[src/rtl/fetch_unit.sv]
// fetch_unit: owns the PC, issues single-outstanding imem reads and buffers returned instructions for cu.
// Define FETCH_PERF_EN to add the perf_fetched / perf_squashed counters.
module fetch_unit #(
   parameter int unsigned PC_W  = 8,
   parameter int unsigned IW    = 17,
   parameter int unsigned DEPTH = 2
) (
   input  logic            clk,
   input  logic            rst,
   output logic            imem_req,
   output logic [PC_W-1:0] imem_addr,
   input  logic            imem_ack,
   input  logic [IW-1:0]   imem_data,
   input  logic            redirect,
   input  logic [PC_W-1:0] redirect_pc,
   output logic [IW-1:0]   instr,
   output logic [PC_W-1:0] instr_pc,
   output logic            instr_valid,
   input  logic            instr_ready
`ifdef FETCH_PERF_EN
   ,
   output logic [15:0]     perf_fetched,
   output logic [15:0]     perf_squashed
`endif
);

   localparam int unsigned PW = $clog2(DEPTH);
   localparam int unsigned CW = PW + 1;
   localparam logic [CW-1:0] DEPTH_C = CW'(DEPTH);

   typedef enum logic [1:0] {S_IDLE, S_WAIT, S_DRAIN} state_t;

   state_t          r_state;
   logic [PC_W-1:0] r_fetch_pc;
   logic [PC_W-1:0] r_addr;
   logic            r_req;
   logic [PW-1:0]   r_wptr;
   logic [PW-1:0]   r_rptr;
   logic [CW-1:0]   r_count;
   logic [IW-1:0]   r_mem_data [DEPTH];
   logic [PC_W-1:0] r_mem_pc   [DEPTH];

   logic            w_empty;
   logic            w_push;
   logic            w_pop;
   logic [CW-1:0]   w_count_nxt;

   // A redirect suppresses both FIFO ports in its cycle.
   assign w_empty = (r_count == '0);
   assign w_push  = (r_state == S_WAIT) && imem_ack && !redirect;
   assign w_pop   = !w_empty && instr_ready && !redirect;

   always_comb begin
      w_count_nxt = r_count;
      if (w_push && !w_pop)
         w_count_nxt = r_count + 1'b1;
      else if (!w_push && w_pop)
         w_count_nxt = r_count - 1'b1;
   end

   assign imem_req    = r_req;
   assign imem_addr   = r_addr;
   assign instr_valid = !w_empty;
   assign instr       = w_empty ? '0 : r_mem_data[r_rptr];
   assign instr_pc    = w_empty ? '0 : r_mem_pc[r_rptr];

   always_ff @(posedge clk) begin
      if (w_push) begin
         r_mem_data[r_wptr] <= imem_data;
         r_mem_pc[r_wptr]   <= r_addr;
      end
   end

   always_ff @(posedge clk or posedge rst) begin
      if (rst) begin
         r_state    <= S_IDLE;
         r_fetch_pc <= '0;
         r_addr     <= '0;
         r_req      <= 1'b0;
         r_wptr     <= '0;
         r_rptr     <= '0;
         r_count    <= '0;
      end else if (redirect) begin
         r_wptr     <= '0;
         r_rptr     <= '0;
         r_count    <= '0;
         r_fetch_pc <= redirect_pc;
         // An ack in the redirect cycle retires the squashed read; otherwise it must still be drained.
         case (r_state)
            S_WAIT, S_DRAIN: begin
               if (imem_ack) begin
                  r_state <= S_IDLE;
                  r_req   <= 1'b0;
               end else begin
                  r_state <= S_DRAIN;
               end
            end
            default: begin
               r_state <= S_IDLE;
               r_req   <= 1'b0;
            end
         endcase
      end else begin
         if (w_push) r_wptr <= r_wptr + 1'b1;
         if (w_pop)  r_rptr <= r_rptr + 1'b1;
         r_count <= w_count_nxt;
         case (r_state)
            S_IDLE: begin
               if (r_count < DEPTH_C) begin
                  r_state <= S_WAIT;
                  r_req   <= 1'b1;
                  r_addr  <= r_fetch_pc;
               end
            end
            S_WAIT: begin
               if (imem_ack) begin
                  r_fetch_pc <= r_fetch_pc + 1'b1;
                  if (w_count_nxt < DEPTH_C) begin
                     r_addr <= r_fetch_pc + 1'b1;
                  end else begin
                     r_state <= S_IDLE;
                     r_req   <= 1'b0;
                  end
               end
            end
            S_DRAIN: begin
               if (imem_ack) begin
                  r_state <= S_IDLE;
                  r_req   <= 1'b0;
               end
            end
            default: begin
               r_state <= S_IDLE;
               r_req   <= 1'b0;
            end
         endcase
      end
   end

`ifdef FETCH_PERF_EN
   logic [15:0] r_perf_fetched;
   logic [15:0] r_perf_squashed;
   logic [16:0] w_sq_sum;

   // Squash count: buffered entries plus the read in flight when the redirect lands in WAIT.
   assign w_sq_sum = {1'b0, r_perf_squashed} + 17'(r_count) + 17'(r_state == S_WAIT);

   always_ff @(posedge clk or posedge rst) begin
      if (rst) begin
         r_perf_fetched  <= '0;
         r_perf_squashed <= '0;
      end else begin
         if (w_pop && (r_perf_fetched != '1))
            r_perf_fetched <= r_perf_fetched + 1'b1;
         if (redirect)
            r_perf_squashed <= w_sq_sum[16] ? '1 : w_sq_sum[15:0];
      end
   end

   assign perf_fetched  = r_perf_fetched;
   assign perf_squashed = r_perf_squashed;
`endif

endmodule

[config.mk]
export PLATFORM = sky130hd
export DESIGN_NAME = fetch_unit
export DESIGN_NICKNAME = d
export VERILOG_FILES = /design/src/rtl/fetch_unit.sv
export SDC_FILE = /design/constraint.sdc
export NUM_CORES = 1
export LEC_CHECK = 0
export BUFFER_PORTS_ARGS = -buffer_cell sky130_fd_sc_hd__buf_4
export CAP_MARGIN = 25
export CORE_ASPECT_RATIO = 1.5
export CORE_UTILIZATION = 46
export DETAILED_ROUTE_END_ITERATION = 6
export PLACE_DENSITY = 0.73
export SYNTH_ARGS = -nofsm -noshare
export SYNTH_HDL_FRONTEND = slang
export SYNTH_SLANG_ARGS = --single-unit
export TNS_END_PERCENT = 1
[constraint.sdc]
create_clock -name clk -period 3.1 [get_ports clk]
set_input_delay 0.31 -clock clk [delete_from_list [all_inputs] [get_ports clk]]
set_output_delay 0.31 -clock clk [all_outputs]
set_load 0.03 [all_outputs]
Yosys cells after proc, flatten, opt, wreduce, memory -nomap -nowiden
Memory sizes are Yosys's and may differ from the RTL's.
Index checks and enable logic that the tools add are counted.
- input bits: 30
- bits in latches: 0
- RAM bits: 50
- ROM bits: 0
- output and inout port bits: 35
- register bits: 23
- memories: 2
- memory list (name ; words ; width ; rd ports ; clocked after Yosys merged registers in ; wr ports ; line ; RTL):
    r_mem_data ; 2 ; 17 ; 1 ; 0 ; 1 ; 40 ; logic [IW-1:0] r_mem_data [DEPTH];
    r_mem_pc ; 2 ; 8 ; 1 ; 0 ; 1 ; 41 ; logic [PC_W-1:0] r_mem_pc [DEPTH];
- divide/modulo/power cells: 0
- equality and inequality tests: 9
- magnitude comparators: 2
- shifts and indexed selects: 0
- add/subtract/negate cells: 5
- bitwise logic cells: 1
- reductions and logical operators: 22
- multiply operators: 0
- mux-type cells: 33
- operators by type and width (operator ; count):
    two-way mux 8 bit ; 7
    two-way mux 2 bit ; 10
    two-way mux 17 bit ; 1
    one-hot mux 8 bit (2 select lines) ; 1
    two-way mux 1 bit ; 12
    inequality test 3 bit, second input constant ; 4
    nonzero test 2 bit ; 5
    adder 8 x 1 -> 8 bit, second input constant ; 1
    logical AND 1 bit ; 6
    one-hot mux 2 bit (3 select lines) ; 1
    AND reduction 5 bit ; 1
    logical NOT 1 bit ; 4
    logical NOT 2 bit ; 2
    < comparator 2 bit, second input constant ; 2
    inequality test 2 bit, second input constant ; 2
    AND reduction 4 bit ; 1
    one-hot mux 1 bit (3 select lines) ; 1
    AND reduction 3 bit ; 1
    adder 1 bit, second input constant ; 2
    adder 2 x 1 -> 2 bit, second input constant ; 1
    equality test 2 x 1 -> 1 bit, second input constant ; 1
    equality test 2 bit, second input constant ; 1
    inequality test 2 x 1 -> 1 bit, second input constant ; 1
    AND reduction 2 bit ; 1
    3 further kinds ; 3

Logic depth before layout (Yosys ltp)
- depth in word-level cells: 12
- depth in mapped cells: 7
- mapped depth without buffers: 6

Worst setup path before layout
Ideal clock, no wire load.
- path type: register -> register
- start point: register r_state[1]
- end point: memory r_mem_data[1][0] (enable)
- data arrival time: 2.723 ns
- stages on the path, launching flop included: 5
- path slack: -0.067 ns
- library setup time: 0.444 ns
- cell sequence: dfrtp_1 > inv_1 > ha_1 > nand2_1 > nor3b_1
- longest elaborated chain between the ends: 5
- RTL lines (item ; line ; RTL):
    start, declared ; 33 ; state_t r_state;
    start signal, assigned ; 76 ; r_state <= S_IDLE;
    start signal, assigned ; 92 ; r_state <= S_IDLE;
    start signal, assigned ; 95 ; r_state <= S_DRAIN;
    equality test 2 x 1 -> 1 bit ; 50 ; assign w_push = (r_state == S_WAIT) && imem_ack && !redirect;
    logical AND 1 bit (2 in series) ; 50 ;
    two-way mux 1 bit ; 68 ; if (w_push) begin
    two-way mux 1 bit (implied by the code) ; 69 ; r_mem_data[r_wptr] <= imem_data;
    end, declared ; 40 ;
No other way between the ends.

Worst setup path after layout
- start point: register r_state[1]
- end point: register r_addr[5] (netlist: imem_addr[5])
- longest elaborated chain between the ends: 10
- elaborated cells between the ends (all ways): 16
- RTL lines (item ; line ; RTL):
    equality test 2 x 1 -> 1 bit ; 50, 107 ;
    logical AND 1 bit (2 in series) ; 50 ;
    logical NOT 1 bit ; 57 ; else if (!w_push && w_pop)
    logical AND 1 bit ; 57 ;
    two-way mux 2 bit ; 57 ;
    two-way mux 2 bit ; 55 ; if (w_push && !w_pop)
    < comparator 2 bit ; 118 ; if (w_count_nxt < DEPTH_C) begin
    inequality test 2 x 1 -> 1 bit (no line) ; - ;
    AND reduction 5 bit (no line) ; - ;
    end signal, assigned ; 112 ; r_addr <= r_fetch_pc;
    end signal, assigned ; 119 ; r_addr <= r_fetch_pc + 1'b1;
    end, declared ; 35 ; logic [PC_W-1:0] r_addr;
Parallel ways exist; a longest one is shown, timed or not.
A chain may end at the register's enable or synchronous reset.

==> flow_metrics.tcl <==
set metrics [dict create \
    r2r-end "imem_addr[5]$_DFFE_PP0P_" \
    rrSetupSlack_ns 0.83 \
    drt_wl_total_mm 5.93 \
    first_iter_violations 168 \
    p_comb_share_pct 43.0 \
    clk_latency_ns 0.34 \
    area_growth_pct 24.5 \
    antenna_found_initial 0 \
    netlist_area_um2 3270 \
    hold_violations 0 \
    worstPathRequired_ns 3.33 \
    clkSinkCount 73 \
    cp_max_fo 14 \
    hold_path.class "in2async" \
    ys_ff_latch 73 \
    crit_end "imem_addr[5]$_DFFE_PP0P_" \
    violations "design-rule violations" \
    ys_seq_area_share_pct 63.6 \
    post_synth_num_cell_types 36 \
    max_cap_violations 0 \
    relSlewSlack_pct 41.6 \
    grtUsageMet2_pct 29.9 \
    pwr-share-clk_pct 23.1 \
    worst_slew_pin_slew_ns 0.875 \
    gr-usage-all-layers_pct 17.3 \
    grt_pass1_wl_mm 9.72 \
    fin_crit_ns 2.27 \
    gr-total-overflow 0 \
    slowest_delay_ns 0.48 \
    initial_utilization_pct 47.7 \
    path_clk_slew_ns 0.08 \
    syn_nets 282 \
    use_met3_pct 4.59 \
    power_density_nw_per_um2 958 \
    layout.nets 349 \
    gp_congestion 0.820 \
    rsz0062_at_grt "no" \
    grt_max_degree 30 \
    cts_buffers 9 \
    first_pass_iters 6 \
    cts_buffer_depth 2 \
    netSwitchingFraction_pct 38.1 \
    worstPathArrival_ns 2.50 \
    tritoncts "done" \
    grt_pass1_vias 2087 \
    finalSetupViolCount 0 \
    status "finished with violations" \
    cts_max_level 3 \
    fp.dieH_um 105 \
    ctsHoldBuffers 0 \
    drc 18 \
    post-synth-top-area-fraction_pct 45.9 \
    antenna_left 0 \
    leakage_nw 1.62 \
    syn_avg_cell_area_um2 13.2 \
    endpoint_kind "flop" \
    setup_tns_ns 0 \
    n_antenna_cell 0 \
    r2r_cells 6 \
    worst_ir_drop_vdd_v 0.000428 \
    use_met1_pct 19.7 \
    cts_setup_buffers 0 \
    startpoint_type "flop" \
    numPortBuffers 64 \
    vias 2057 \
    rows 37 \
    cts_resized 0 \
    final_layout_size_suffix_gt1_share_pct 30.7 \
    p_switching_w 0.00148 \
    slew_violations 0 \
    r2r-start "r_state[1]$_DFFE_PP0P_" \
    fin_crit_sh_pct 73.2 \
    fmax_mhz 441 \
    crit_chain "inv_1, ha_1, and2_1, nand2_4, o21ai_4, mux2_2" \
    startpoint "r_state[1]$_DFFE_PP0P_" \
    io_pins 65 \
    synth_area_leaders "edfxtp_1, dfrtp_1, mux2i_1" \
    dieWidth_um 70.8 \
    viasPerCell 5.18 \
    postLayoutCoreUtil_pct 59.4 \
    finalClockSkew_ns 0.00679 \
    synthCells 247 \
    core-area_um2 6850 \
    yosysTopAreaCell "edfxtp_1" \
    cts-root-buf "clkbuf_8" \
    power_frac_seq_pct 33.9 \
    cp_slowest_cell "and2_1" \
    internal_power_w 0.00241 \
    critical_path_class "reg2reg" \
    place.detailed.hpwl_mm 4.04 \
    synth_warnings 0 \
    postPlaceCellArea_um2 3820 \
    design_area_um2 4070 \
    wl_per_cell_um 14.9 \
    die_area_um2 7450 \
    grt_most_used_layer "met2" \
]
cells in the mapped netlist (all sizes together):
cell type,n
edfxtp,50
nor2,33
mux2i,29
dfrtp,23
nand2,20
xnor2,12
o21ai,10
mux2,9
buf,7
inv,7
xor2,6
clkbuf,5
ha,5
nand2b,4
nor3,4
nand3b,3
nand4,3
nor2b,3
nand3,2
nor3b,2
a21oi,1
a311oi,1
and2,1
and2b,1
and3,1
nor4,1
o2111a,1
o211ai,1
o221ai,1
o31ai,1
placed cells by master (no fill, tap or decap), types with 2 or more instances in the layout:
master | synthesis | routed
buf_4 | 0 | 68
edfxtp_1 | 50 | 50
nor2_1 | 33 | 33
mux2i_1 | 29 | 29
dfrtp_1 | 23 | 23
nand2_1 | 19 | 19
xnor2_1 | 12 | 12
o21ai_0 | 9 | 9
mux2_2 | 9 | 9
clkbuf_8 | 0 | 9
inv_1 | 7 | 7
xor2_1 | 6 | 6
ha_1 | 5 | 5
nor2b_1 | 3 | 3
nand3b_1 | 3 | 3
nand4_1 | 3 | 3
nand2b_1 | 3 | 3
nor3_1 | 4 | 3
bufinv_16 | 0 | 3
clkinv_4 | 0 | 3
nand3_1 | 2 | 2
layer usage:
metal  vias up  part of all wire, %
li1       1001                    -
met1       996                   41
met2        51                   53
met3         9                  4.5
met4         0                  1.8
met5         -                    0
kinds of logic after synthesis:
family	count (synthesis)	synth area share (%)
buffers and inverters	19	2.87
AO/OA/AOI/OAI	16	3.37
AND/OR/NAND/NOR	78	11.5
adder cells (fa/ha/maj)	5	1.91
flip-flops	73	63.6
XOR/XNOR	18	4.82
multiplexers	38	12.0
worst min-delay path by stage:
stage	to	slack [ns]	cells after the start
after floorplan	imem_addr[0]$_DFFE_PP0P_	0.31	1
after global placement	r_mem_pc[0][4]$_DFFE_PP_	0.48	0
after detailed placement	r_mem_pc[1][1]$_DFFE_PP_	0.49	0
after CTS	r_mem_data[0][3]$_DFFE_PP_	0.13	1
after global routing	r_mem_data[0][3]$_DFFE_PP_	0.12	1
final	imem_addr[0]$_DFFE_PP0P_	0.15	2
stage by stage:
| step | total power, W | hold WS [ns] | cells | setup WS (ns) |
|---|---|---|---|---|
| 3_5_place_dp | 0.00303 | 0.491 | 381 | 0.833 |
| 4_1_cts | 0.00393 | 0.130 | 397 | 0.823 |
| 5_1_grt | 0.00409 | 0.124 | 397 | 0.691 |
| 2_1_floorplan | 0.00252 | 0.312 | 247 | 0.104 |
| 3_3_place_gp | 0.00300 | 0.477 | 381 | 0.940 |
| 6_report | 0.00390 | 0.146 | 397 | 0.831 |
power by group through the flow:
stage | Combinational [W] | Sequential (W) | Clock, W
4_1_cts | 0.00169 | 0.00132 | 0.000918
3_3_place_gp | 0.00166 | 0.00133 | 0
2_1_floorplan | 0.00109 | 0.00143 | 0
6_report | 0.00168 | 0.00132 | 0.000901
5_1_grt | 0.00179 | 0.00134 | 0.000958
3_5_place_dp | 0.00169 | 0.00134 | 0
layout make-up:
class,count,area [um2]
fill,566,2780
tap,78,97.6
timing repair buffer,68,510
sequential,73,2080
clock buffer,10,128
clock inverter,6,116
inverter,7,26.3
multi-input combinational,155,1110
critical path, delay by kind of cell, from the launching register on:
kind            cells  cell delay (ns)
mux                 1             0.39
simple gates        2             0.56
flops               1             0.39
compound gates      1             0.28
buf+inv             1             0.09
fa+ha+maj           1             0.44
state kept, by name, summed over array words and instances (netlist names):
signal,count
r_state,2
r_mem_data,34
r_fetch_pc,8
r_mem_pc,16
imem_addr,8
r_rptr,1
r_wptr,1
imem_req,1
r_count,2
Note: power is estimated with default switching activity, not from simulation.
